`config.mk`:
```
export PLATFORM = sky130hd
export DESIGN_NAME = if_fetch_unit
export DESIGN_NICKNAME = d
export VERILOG_FILES = /design/src/rtl/if_fetch_unit.sv
export SDC_FILE = /design/constraint.sdc
export NUM_CORES = 1
export LEC_CHECK = 0
export BUFFER_PORTS_ARGS = -buffer_cell sky130_fd_sc_hd__buf_2
export CAP_MARGIN = 20
export CORE_MARGIN = 2
export CORE_UTILIZATION = 39
export DETAILED_ROUTE_END_ITERATION = 16
export MAX_ROUTING_LAYER = met4
export PLACE_DENSITY = 0.67
export SLEW_MARGIN = 20
export SYNTH_ARGS = -nofsm -noshare
export SYNTH_HDL_FRONTEND = slang
export SYNTH_SLANG_ARGS = --single-unit
```
`constraint.sdc`:
```
create_clock -name i_clk -period 2.9 [get_ports i_clk]
set_clock_uncertainty 0.2 [all_clocks]
set_input_delay 0 -clock i_clk [delete_from_list [all_inputs] [get_ports i_clk]]
set_output_delay 0 -clock i_clk [all_outputs]
set_load 0.02 [all_outputs]
```
`src/rtl/if_fetch_unit.sv`:
```
// Instruction-fetch stage: owns the fetch PC, issues word requests to instruction
// memory and buffers returned words in a small FIFO feeding the IF/ID register.
module if_fetch_unit #(
    parameter logic [31:0] RESET_PC = 32'h0000_0000,
    parameter int          DEPTH    = 4
) (
    input  logic        i_clk,
    input  logic        i_reset_n,
    input  logic        i_stall,
    input  logic        i_redirect,
    input  logic [31:0] i_redirect_pc,
    output logic        o_imem_req,
    output logic [31:0] o_imem_addr,
    input  logic        i_imem_gnt,
    input  logic        i_imem_rvalid,
    input  logic [31:0] i_imem_rdata,
    output logic        IF_o_valid,
    output logic [31:0] IF_o_inst,
    output logic [31:0] IF_o_pc
);

    localparam int            PW      = $clog2(DEPTH);
    localparam int            CW      = PW + 1;
    localparam logic [CW-1:0] DEPTH_C = CW'(DEPTH);
    localparam logic [31:0]   NOP     = 32'h0000_0013;

    logic [31:0]   fetch_pc_q, fetch_pc_d;
    logic [31:0]   head_pc_q, head_pc_d;
    logic [CW-1:0] count_q, count_d;
    logic [CW-1:0] outstanding_q, outstanding_d;
    logic [CW-1:0] discard_q, discard_d;
    logic [PW-1:0] wr_ptr_q, wr_ptr_d;
    logic [PW-1:0] rd_ptr_q, rd_ptr_d;
    logic [31:0]   fifo_mem [DEPTH];

    logic          valid;
    logic          req;
    logic          fire;
    logic          push;
    logic          pop;
    logic [CW:0]   credit;
    logic [31:0]   redirect_pc;

    // Credit covers both buffered and in-flight words, so every response has a slot.
    always_comb begin
        valid       = (count_q != '0);
        credit      = {1'b0, outstanding_q} + {1'b0, count_q};
        req         = !i_redirect && (credit < {1'b0, DEPTH_C});
        fire        = req && i_imem_gnt;
        push        = i_imem_rvalid && (discard_q == '0) && !i_redirect;
        pop         = valid && !i_stall && !i_redirect;
        redirect_pc = i_redirect_pc & 32'hFFFF_FFFC;
    end

    always_comb begin
        fetch_pc_d    = fetch_pc_q;
        head_pc_d     = head_pc_q;
        count_d       = count_q;
        discard_d     = discard_q;
        wr_ptr_d      = wr_ptr_q;
        rd_ptr_d      = rd_ptr_q;
        outstanding_d = outstanding_q + CW'(fire) - CW'(i_imem_rvalid);

        if (i_redirect) begin
            // Everything still in flight belongs to the squashed path.
            fetch_pc_d = redirect_pc;
            head_pc_d  = redirect_pc;
            count_d    = '0;
            wr_ptr_d   = '0;
            rd_ptr_d   = '0;
            discard_d  = outstanding_q - CW'(i_imem_rvalid);
        end else begin
            if (fire) begin
                fetch_pc_d = fetch_pc_q + 32'd4;
            end
            if (i_imem_rvalid && (discard_q != '0)) begin
                discard_d = discard_q - CW'(1);
            end
            if (push) begin
                wr_ptr_d = wr_ptr_q + PW'(1);
            end
            if (pop) begin
                rd_ptr_d  = rd_ptr_q + PW'(1);
                head_pc_d = head_pc_q + 32'd4;
            end
            count_d = count_q + CW'(push) - CW'(pop);
        end
    end

    always_ff @(posedge i_clk or negedge i_reset_n) begin
        if (!i_reset_n) begin
            fetch_pc_q    <= RESET_PC;
            head_pc_q     <= RESET_PC;
            count_q       <= '0;
            outstanding_q <= '0;
            discard_q     <= '0;
            wr_ptr_q      <= '0;
            rd_ptr_q      <= '0;
        end else begin
            fetch_pc_q    <= fetch_pc_d;
            head_pc_q     <= head_pc_d;
            count_q       <= count_d;
            outstanding_q <= outstanding_d;
            discard_q     <= discard_d;
            wr_ptr_q      <= wr_ptr_d;
            rd_ptr_q      <= rd_ptr_d;
        end
    end

    always_ff @(posedge i_clk) begin
        if (push) begin
            fifo_mem[wr_ptr_q] <= i_imem_rdata;
        end
    end

    assign o_imem_req  = req;
    assign o_imem_addr = fetch_pc_q;
    assign IF_o_valid  = valid;
    assign IF_o_inst   = valid ? fifo_mem[rd_ptr_q] : NOP;
    assign IF_o_pc     = head_pc_q;

    a_no_push_full: assert property (@(posedge i_clk) disable iff (!i_reset_n)
        push |-> (count_q != DEPTH_C));
    a_rsp_has_req: assert property (@(posedge i_clk) disable iff (!i_reset_n)
        i_imem_rvalid |-> (outstanding_q != '0));

endmodule
```
# [After elaboration in Yosys (flattened, before gate mapping)]
# Memory sizes are Yosys's and may differ from the RTL's.
# Index checks and enable logic that the tools add are counted.
# W data, S select, Z words.
[word_totals] ram_bits=128 latch_bits=0 wordCells=50 romBits=0 regBits=77 n_memories=1
[op_classes] n_addsub=11 n_reduce_logical=16 eq_ne=0 n_bitwise=0 order_cmp=1 div=0 muxes=14 n_mul=0 shifts=0
[memory_table] memory="fifo_mem" depth=4 width=32 rd=1 rd_ports_with_merged_regs=0 write_ports=1 line_no="34" text="logic [31:0] fifo_mem [DEPTH];"
[op_table] cell="$mux W32" n=5
[op_table] cell="$add A32 B3 Y32 const B" n=2
[op_table] cell="$mux W3" n=3
[op_table] cell="$sub A3 B1 Y3" n=3
[op_table] cell="$mux W2" n=4
[op_table] cell="$reduce_bool A2 Y1" n=4
[op_table] cell="$logic_and A1 B1 Y1" n=7
[op_table] cell="$add A3 B1 Y3" n=2
[op_table] cell="$reduce_bool A3 Y1" n=2
[op_table] cell="$add A2 B1 Y2 const B" n=2
[op_table] cell="$add A3 B3 Y4" n=1
[op_table] cell="$lt A4 B3 Y1 const B" n=1
[op_table] cell="$logic_not A3 Y1" n=1
[op_table] cell="$sub A3 B1 Y3 const B" n=1
[op_table] cell="$logic_not A1 Y1" n=2
[op_table] cell="$mux W1" n=2

# [Depth between registers and ports, before layout]
# Gate-level depths: netlist (run 1).
[depth] depth_word=6 ltp_mapped=12 depth_no_buf=12

# [Least setup slack after synthesis (run 1)]
# Ideal clock, no wire load.
[synth_timing] path_type="register to register" from="register count_q[2]" to="register outstanding_q[2]" setup_ns=0.080 stages_incl_launch_ff=12 t_arrival_ns=2.507 setup_slack_ns=0.113 synth_period_minus_slack_ns=2.787 cell_sequence="dfrtp_1 > ha_1 > nor3_4 > and4_4 > buf_12 > inv_8 > ha_1 > inv_1 > ha_1 > fa_1 > xnor2_1 > xnor2_1"
[synth_via] elab_chain_cells=6
[synth_rtl] item="start: declaration" line_no="29" text="logic [CW-1:0] count_q, count_d;"
[synth_rtl] item="start signal: assignment" line_no="102" text="count_q <= count_d;"
[synth_rtl] item="$add A3 B3 Y4" line_no="47" text="credit = {1'b0, outstanding_q} + {1'b0, count_q};"
[synth_rtl] item="$lt A4 B3 Y1" line_no="48" text="req = !i_redirect && (credit < {1'b0, DEPTH_C});"
[synth_rtl] item="$logic_and A1 B1 Y1" line_no="48"
[synth_rtl] item="$logic_and A1 B1 Y1" line_no="49" text="fire = req && i_imem_gnt;"
[synth_rtl] item="$add A3 B1 Y3" line_no="62" text="outstanding_d = outstanding_q + CW'(fire) - CW'(i_imem_rvalid);"
[synth_rtl] item="$sub A3 B1 Y3" line_no="62"
[synth_rtl] item="via outstanding_d[2]" line_no="30" text="logic [CW-1:0] outstanding_q, outstanding_d;"
[synth_rtl] item="end signal: assignment" line_no="103" text="outstanding_q <= outstanding_d;"
[synth_rtl] item="end: declaration" line_no="30"
# The timed path passes the listed nets, and every way through them passes these cells.
# A chain may end at the register's enable or synchronous reset.

# [Worst setup path after layout (run 1)]
[layout_timing] from="register outstanding_q[2]" to="register outstanding_q[2]"
[layout_via] elab_chain_cells=6
[layout_rtl] item="$add A3 B3 Y4" line_no="47"
[layout_rtl] item="$lt A4 B3 Y1" line_no="48"
[layout_rtl] item="$logic_and A1 B1 Y1" line_no="48"
[layout_rtl] item="$logic_and A1 B1 Y1" line_no="49"
[layout_rtl] item="$add A3 B1 Y3 (*)" line_no="62"
[layout_rtl] item="$sub A3 B1 Y3 (*)" line_no="62"
[layout_rtl] item="via outstanding_d[2]" line_no="30"
# The timed path passes the listed nets; every way through them passes the cells marked *.

==> results of run 1 <==
-- what timing repair did --
| action | in CTS | in global routing |
|---|---|---|
| setup buffers | 0 | 1 |
| hold buffers | 73 | 0 |
| gates resized for setup | 0 | 2 |
| endpoints found under the setup margin | 0 | 2 |
| hold endpoints to repair | 273 | 0 |
-- metal layers --
metal	GRT usage [%]	vias up
met2	30.6	203
li1	-	2854
met3	3.23	48
met4	5.71	0
met5	-	-
met1	22.2	3061
-- metrics by stage --
step | utilization [%] | TNS, ns | power [mW] | area, um2 | setup slack, ns
6_report | 51.2 | 0 | 9.12 | 12000 | 0.124
5_1_grt | 51.2 | -0.000215 | 9.58 | 12000 | -0.000215
4_1_cts | 51.0 | 0 | 9.18 | 11900 | 0.0637
3_5_place_dp | 44.7 | 0 | 6.19 | 10500 | 0.115
3_3_place_gp | 44.7 | 0 | 6.17 | 10500 | 0.149
2_1_floorplan | - | 0 | 5.34 | 9260 | 0.113
-- worst paths after layout --
kind	depth (start not counted)	startpoint	to
max	10	outstanding_q[2]	outstanding_q[2]
min	2	i_reset_n	o_imem_addr[18]
max reg2reg	10	outstanding_q[2]	outstanding_q[2]
min reg2reg	1	o_imem_addr[31]	o_imem_addr[31]
max in group asynchronous	2	i_reset_n	rd_ptr_q[0]
min in group i_clk	2	i_imem_rdata[27]	fifo_mem[2][27]
-- sequential cells by signal, indices dropped and copies added (netlist names) --
signal,flops
IF_o_pc,30
o_imem_addr,30
count_q,3
fifo_mem,128
wr_ptr_q,2
rd_ptr_q,2
discard_q,3
outstanding_q,3
-- synthesized netlist by cell type (5+ instances only) --
cell,count,share of area [%]
nand2b_1,9,0.61
a21oi_1,10,0.54
o21ai_1,9,0.49
mux4_2,32,7.8
nand2_1,28,1.1
buf_2,9,0.49
ha_1,16,2.2
dfrtp_1,73,20
nor4_4,5,1.2
inv_1,18,0.73
and3_1,14,0.95
nor3_1,8,0.43
o21ai_0,7,0.38
mux2_2,18,2.2
nand4_1,25,1.7
nor2_1,21,0.85
nor2b_1,30,2.0
a21boi_0,8,0.65
clkbuf_1,16,0.65
and2_1,9,0.61
edfxtp_1,128,42
xor2_1,30,2.8
xnor2_1,30,2.8
buf_4,5,0.41
nand3_1,23,1.2
-- final cells by class --
type / count / area, um2
tap: 319 / 399
clock buffer: 29 / 641
fill: 2010 / 11400
antenna: 2 / 5.00
multi-input combinational: 383 / 3330
timing repair buffer: 254 / 1710
clock inverter: 14 / 124
sequential: 201 / 5670
inverter: 20 / 83.8
-- where the power goes --
group | total [mW] | switching (mW) | internal [mW]
clock network | 2.89 | 1.14 | 1.75
logic | 2.66 | 1.48 | 1.18
registers | 3.57 | 0.287 | 3.28
-- cells by family (layout without fill, tap and decap cells) --
family          Yosys count  in the layout
compound gates           51             51
xor+xnor                 60             60
buf+inv                  54            317
mux                      55             55
simple gates            195            195
fa+ha+maj                18             18
other cells               1              6
flops                   201            201
==> results.md, run 1 <==
- Synth Warn #: 0
- Clk pin slew, worst setup/hold paths: 0.06 ns
- Post-synthesis sequential element count: 201
- Total wire length: 21.8 mm
- Critical Setup Path Class: reg -> reg
- Number of nets with antenna violations after routing: 0
- Sum of met2 wire segment lengths after detailed routing: 10.7 mm
- Sequential cell area fraction in the yosys report: 61.3%
- Worst-case clock buffer depth: 3
- Drt first-iter violations: 309
- Run status: finished, violations left
- Clock period minus final worst setup slack: 2.78 ns
- # Max-Cap Violations: 0
- Largest stage delay, worst path: 0.41 ns
- Via total after detailed routing: 6,166
- Worst-margin pin slew: around 1.1 ns
- Buffer cell driving the clock tree root: clkbuf_16
- Post-Syn Area: 0.00925 mm2
- Largest vdd supply drop: 0.506 mV
- Detailed-route vias per instance: 5.05
- Compound-gate portion of the synthesized area: around 3.5%
- Cell count after placement: about 1,100
- CTS Sinks: 201
- Most common cell after layout, fill and taps aside: buf_2
- Failing checks: negative hold slack
- Average instance area after synthesis: between 10 and 15 um2
- Leakage: between 4 and 5 nW
- Cells after synthesis: 635
- Crit share post-route: 95.7%
- Flop-to-flop setup slack: 0.12 ns
- Critical-path cell with the highest stage delay: fa_1
- Core Area: about 0.023 mm2
- Fin Hold WS: -0.0276 ns
- M1 wire length: 9.22 mm
- Main flop type after synthesis: edfxtp_1
- Hold violation count in the final report: 16
- Critical Path, Cell by Cell: ha_1 > nor3_4 > and4_4 > inv_8 > ha_1 > inv_1 > ha_1 > fa_1 > xnor2_2 > xnor2_1
- Share of final-layout standard cells stronger than drive strength 1: 32.5%
- Vias in the first global route: 6,349
- Top achievable clock speed: 360 MHz
- Kind of cell with the highest combined delay on the critical path: adder cells
- Final global-route overflow total: 0
- Level count of the clock H-tree: 1
- HPWL after detailed placement: 14.1 mm
- Required time at the endpoint of the critical path: 3.09 ns
- Post-route insts no fill: 1,222
- Highest routed metal layer: met4
- Clock latency reported for the late side of the worst-skew pair: 0.50 ns
- Layout Area Growth over Synthesis: 29.5%
- Num CTS Buffers: 24
- CTS tree: built
- Global-route wire length before repair: 34.1 mm
- IO buf count: between 150 and 200
- Distinct cell type count of the synthesized netlist: 57
- Routed wl met3: 1.34 mm
- 1st-pass router iterations: 4
- CP most frequent cell: ha_1
- Number of primary I/O pins: between 150 and 200
- Die area: 0.0250 mm2
- Main combinational cell family by area after synthesis: simple AND/OR/NAND/NOR gates
- Antenna violations before repair: 2
- Adder and majority gate portion of the synthesized area: 2.60%
- Standard-cell rows: between 50 and 60
- Die Y-Extent: 158 um
- Kind of end point of the critical path: register
- Initial Util: between 30% and 40%
- Buffer and inverter count on the worst path: 2
- Mux cell area share after synthesis: 10.6%
- Final-report setup violation count: 0
- Total track usage: 18.1%
- Pin count of the biggest net entering global routing: 74
- Relative max-transition margin: 29.5%
- Area fraction in and, or, nand and nor cells after synthesis: 13.3%
- Data arrival time at the worst-slack endpoint: 2.96 ns
- Async SR Flop Fraction: between 30% and 40%
- Min-Delay Path Class: in -> async
- Weighted congestion reported at the end of routability-driven placement: 0.780
- Type of origin of the critical path: register
- Max-slew violations: 0
- Routed len/inst: around 18 um
- Power Density: 761 mW/mm2
- Maximum fanout encountered on the critical timing path: 9
- Most frequent cells in the layout: buf_2 (160), edfxtp_1 (128), dlygate4sd3_1 (73)
- Remaining routing DRC violations: 0
- Parity-gate share of the synthesized area counting xor and xnor cells: roughly 5.7%
- Horizontal die dimension: about 160 um
- Number of enable flip-flop cells after synthesis: 128
- Nets@finish: 972
Note: power is estimated with default switching activity, not from simulation.
==> run 2, diff against run 1 <==
- CORE_ASPECT_RATIO: not set -> 0.8
==> run 2 against run 1 <==
  * Sequential cell count stayed put
  * Cell count is 0.65% lower
  * Core utilization is 0.37 points higher
  * Worst setup slack hardly changed
  * Fmax hardly changed
  * Die area hardly changed
  * Count of clock-buffer cells in the layout is 3 lower
  * Total power is 1.2% higher
  * Worst hold slack better by 0.020 ns
  * The run still ends with negative hold slack left
  * Clock power is 7% higher
  * Non-clock buffer count is 5 higher
  * Highest routed layer unchanged
  * Largest cell class unchanged
  * Global-route usage is 0.37 points lower
==> results.md, run 2 (synthesis results as in run 1) <==
- Min-Delay Path Class: in -> async
- Crit share post-route: 95.7% (about the same)
- Most frequent cells in the layout: buf_2 (160), edfxtp_1 (128), dlygate4sd3_1 (80)
- M1 wire length: 10.0 mm (+8.5%)
- Flip-flop count of the largest register after layout: 128 (unchanged)
- Highest routed metal layer: met4
- Worst-case clock buffer depth: 3 (unchanged)
- Number of nets with antenna violations after routing: 0 (unchanged)
- Die Y-Extent: 142 um (-10%)
- Routed wl met3: 1.02 mm (-24%)
- Type of origin of the critical path: register
- Dpl ws: 0.0836 ns (-0.0314 ns)
- Nets@finish: 975 (+0.31%)
- Data arrival time at the worst-slack endpoint: 2.95 ns (about the same)
- Clock period minus final worst setup slack: 2.78 ns (+0.000380 ns)
- Level count of the clock H-tree: 1 (unchanged)
- Number of fill cells: 1,994 (-0.80%)
- Sum of met2 wire segment lengths after detailed routing: 10.2 mm (-5.2%)
- Cell count after placement: 1,093 (-0.91%)
- Leakage: 4.69 nW (+0.37%)
- Detailed-route vias per instance: 5.05 (about the same)
- Post-route insts no fill: 1,214 (-0.65%)
- HPWL after detailed placement: 14.3 mm (+0.88%)
- Setup TNS: 0 ns (unchanged)
- Worst-case setup margin in the final layout: 0.124 ns (-0.000380 ns)
- Post-CTS sizing: 0 (unchanged)
- CTS tree: built
- Largest vdd supply drop: 0.401 mV (-21%)
- Pin count of the biggest net entering global routing: 74 (unchanged)
- Top achievable clock speed: 360 MHz (about the same)
- Maximum fanout encountered on the critical timing path: 6 (-3)
- CTS Sinks: 201 (unchanged)
- Failing checks: negative hold slack
- Overall power of the completed layout: 9.23 mW (+1.2%)
- Vias in the first global route: 6,269 (-1.3%)
- Share of final-layout standard cells stronger than drive strength 1: 31.9% (-0.59 points)
- Largest reg by FF count: fifo_mem
- Buffer cell driving the clock tree root: clkbuf_16
- Final global-route overflow total: 0 (unchanged)
- Standard-cell rows: 50 (-11%)
- Core Area: 0.0233 mm2 (-0.29%)
- Drt first-iter violations: 417 (+35%)
- Clock latency reported for the late side of the worst-skew pair: 0.50 ns (about the same)
- Routed len/inst: 17.9 um (+0.36%)
- 1st-pass router iterations: 4 (unchanged)
- Total wire length: 21.8 mm (-0.29%)
- Critical Setup Path Class: reg -> reg
- Global-route wire length before repair: 34.1 mm (about the same)
- Final core utilization: 51.5% (+0.37 points)
- Worst-margin pin slew: 1.13 ns (+0.0740 ns)
- Antenna violations before repair: 0 (-2)
- Horizontal die dimension: 176 um (+12%)
- IO buf count: 161 (unchanged)
- Via total after detailed routing: 6,128 (-0.62%)
- Weighted congestion reported at the end of routability-driven placement: 0.844 (+8.2%)
- Max-slew violations: 0 (unchanged)
- Layout Area Growth over Synthesis: 30.0%
- Relative max-transition margin: 24.5% (-5.0 points)
- Hold violation count in the final report: 10 (-6)
- Setup repair after global routing missed its margin: no
- Die area: 0.0250 mm2 (about the same)
- Remaining routing DRC violations: 0 (unchanged)
- Number of primary I/O pins: 168 (unchanged)
- Fin Hold WS: -0.00803 ns (+0.0196 ns)
- Most common cell after layout, fill and taps aside: buf_2
- Antenna cells: 0 (-2)
- # Max-Cap Violations: 0 (unchanged)
- Initial Util: 39.6% (+0.11 points)
- Final-report setup violation count: 0 (unchanged)
- Total track usage: 17.7% (-0.37 points)
- Kind of end point of the critical path: register
- Power Density: 768 mW/mm2 (+0.79%)
- Run status: finished, violations left
- Clk pin slew, worst setup/hold paths: 0.06 ns (about the same)
- Worst-case reg-to-reg path depth: 8 (-2)
- Num CTS Buffers: 22 (-8.3%)
- Required time at the endpoint of the critical path: 3.07 ns (-0.02 ns)
[run 2: routing by layer]
layer	global-route usage (%)	vias up
met5	-	-
met4	5.44	0
met3	2.57	40
met2	26.7	162
met1	25.1	3060
li1	-	2866
[run 2: worst paths after layout]
kind / start / to / slack [ns]
worst min register to register: outstanding_q[0] / outstanding_q[0] / 0.38
worst max-delay path: o_imem_addr[2] / o_imem_addr[22] / 0.12
worst max register to register: o_imem_addr[2] / o_imem_addr[22] / 0.12
worst min-delay path: i_reset_n / IF_o_pc[16] / -0.008
max in group asynchronous: i_reset_n / rd_ptr_q[0] / 1.84
min in group i_clk: i_imem_rdata[12] / fifo_mem[2][12] / 0.04
[run 2: repair_timing]
item                                   CTS  global route
hold buffers                            80             0
setup endpoints to repair                0             4
endpoints found under the hold margin  273             0
setup buffers                            0             2
[run 2: area by class of cell]
cell class	count	area, um2	area share, %
clock buffer	26	587	4.88
clock inverter	13	214	1.78
inverter	20	83.8	0.697
multi-input combinational	383	3320	27.6
sequential	201	5670	47.2
tap	312	390	3.25
timing repair buffer	259	1760	14.6
[run 2: through the flow]
| step | instance area, um2 | hold slack, ns |
|---|---|---|
| after detailed placement | 10400 | 0.0154 |
| after floorplan | 9260 | -0.496 |
| after global routing | 12000 | 0.0493 |
| after CTS | 12000 | 0.0235 |
| after global placement | 10400 | 0.0185 |
| final | 12000 | -0.00803 |
[run 2: power breakdown]
part,leakage [nW],switching (mW),internal [mW]
Clock,0.386,1.11,1.97
Sequential,2.01,0.280,3.28
Combinational,2.29,1.45,1.14
Total,4.69,2.84,6.39
[run 2: critical path, cell delays in order, from the launching register on]
cell and delay [ns]:
dfrtp_1 0.46, ha_1 0.26, nand4_2 0.25, nor4_4 0.32, buf_4 0.20, nand4_1 0.12
xor2_1 0.20, o21ai_1 0.07, dlygate4sd3_1 0.55
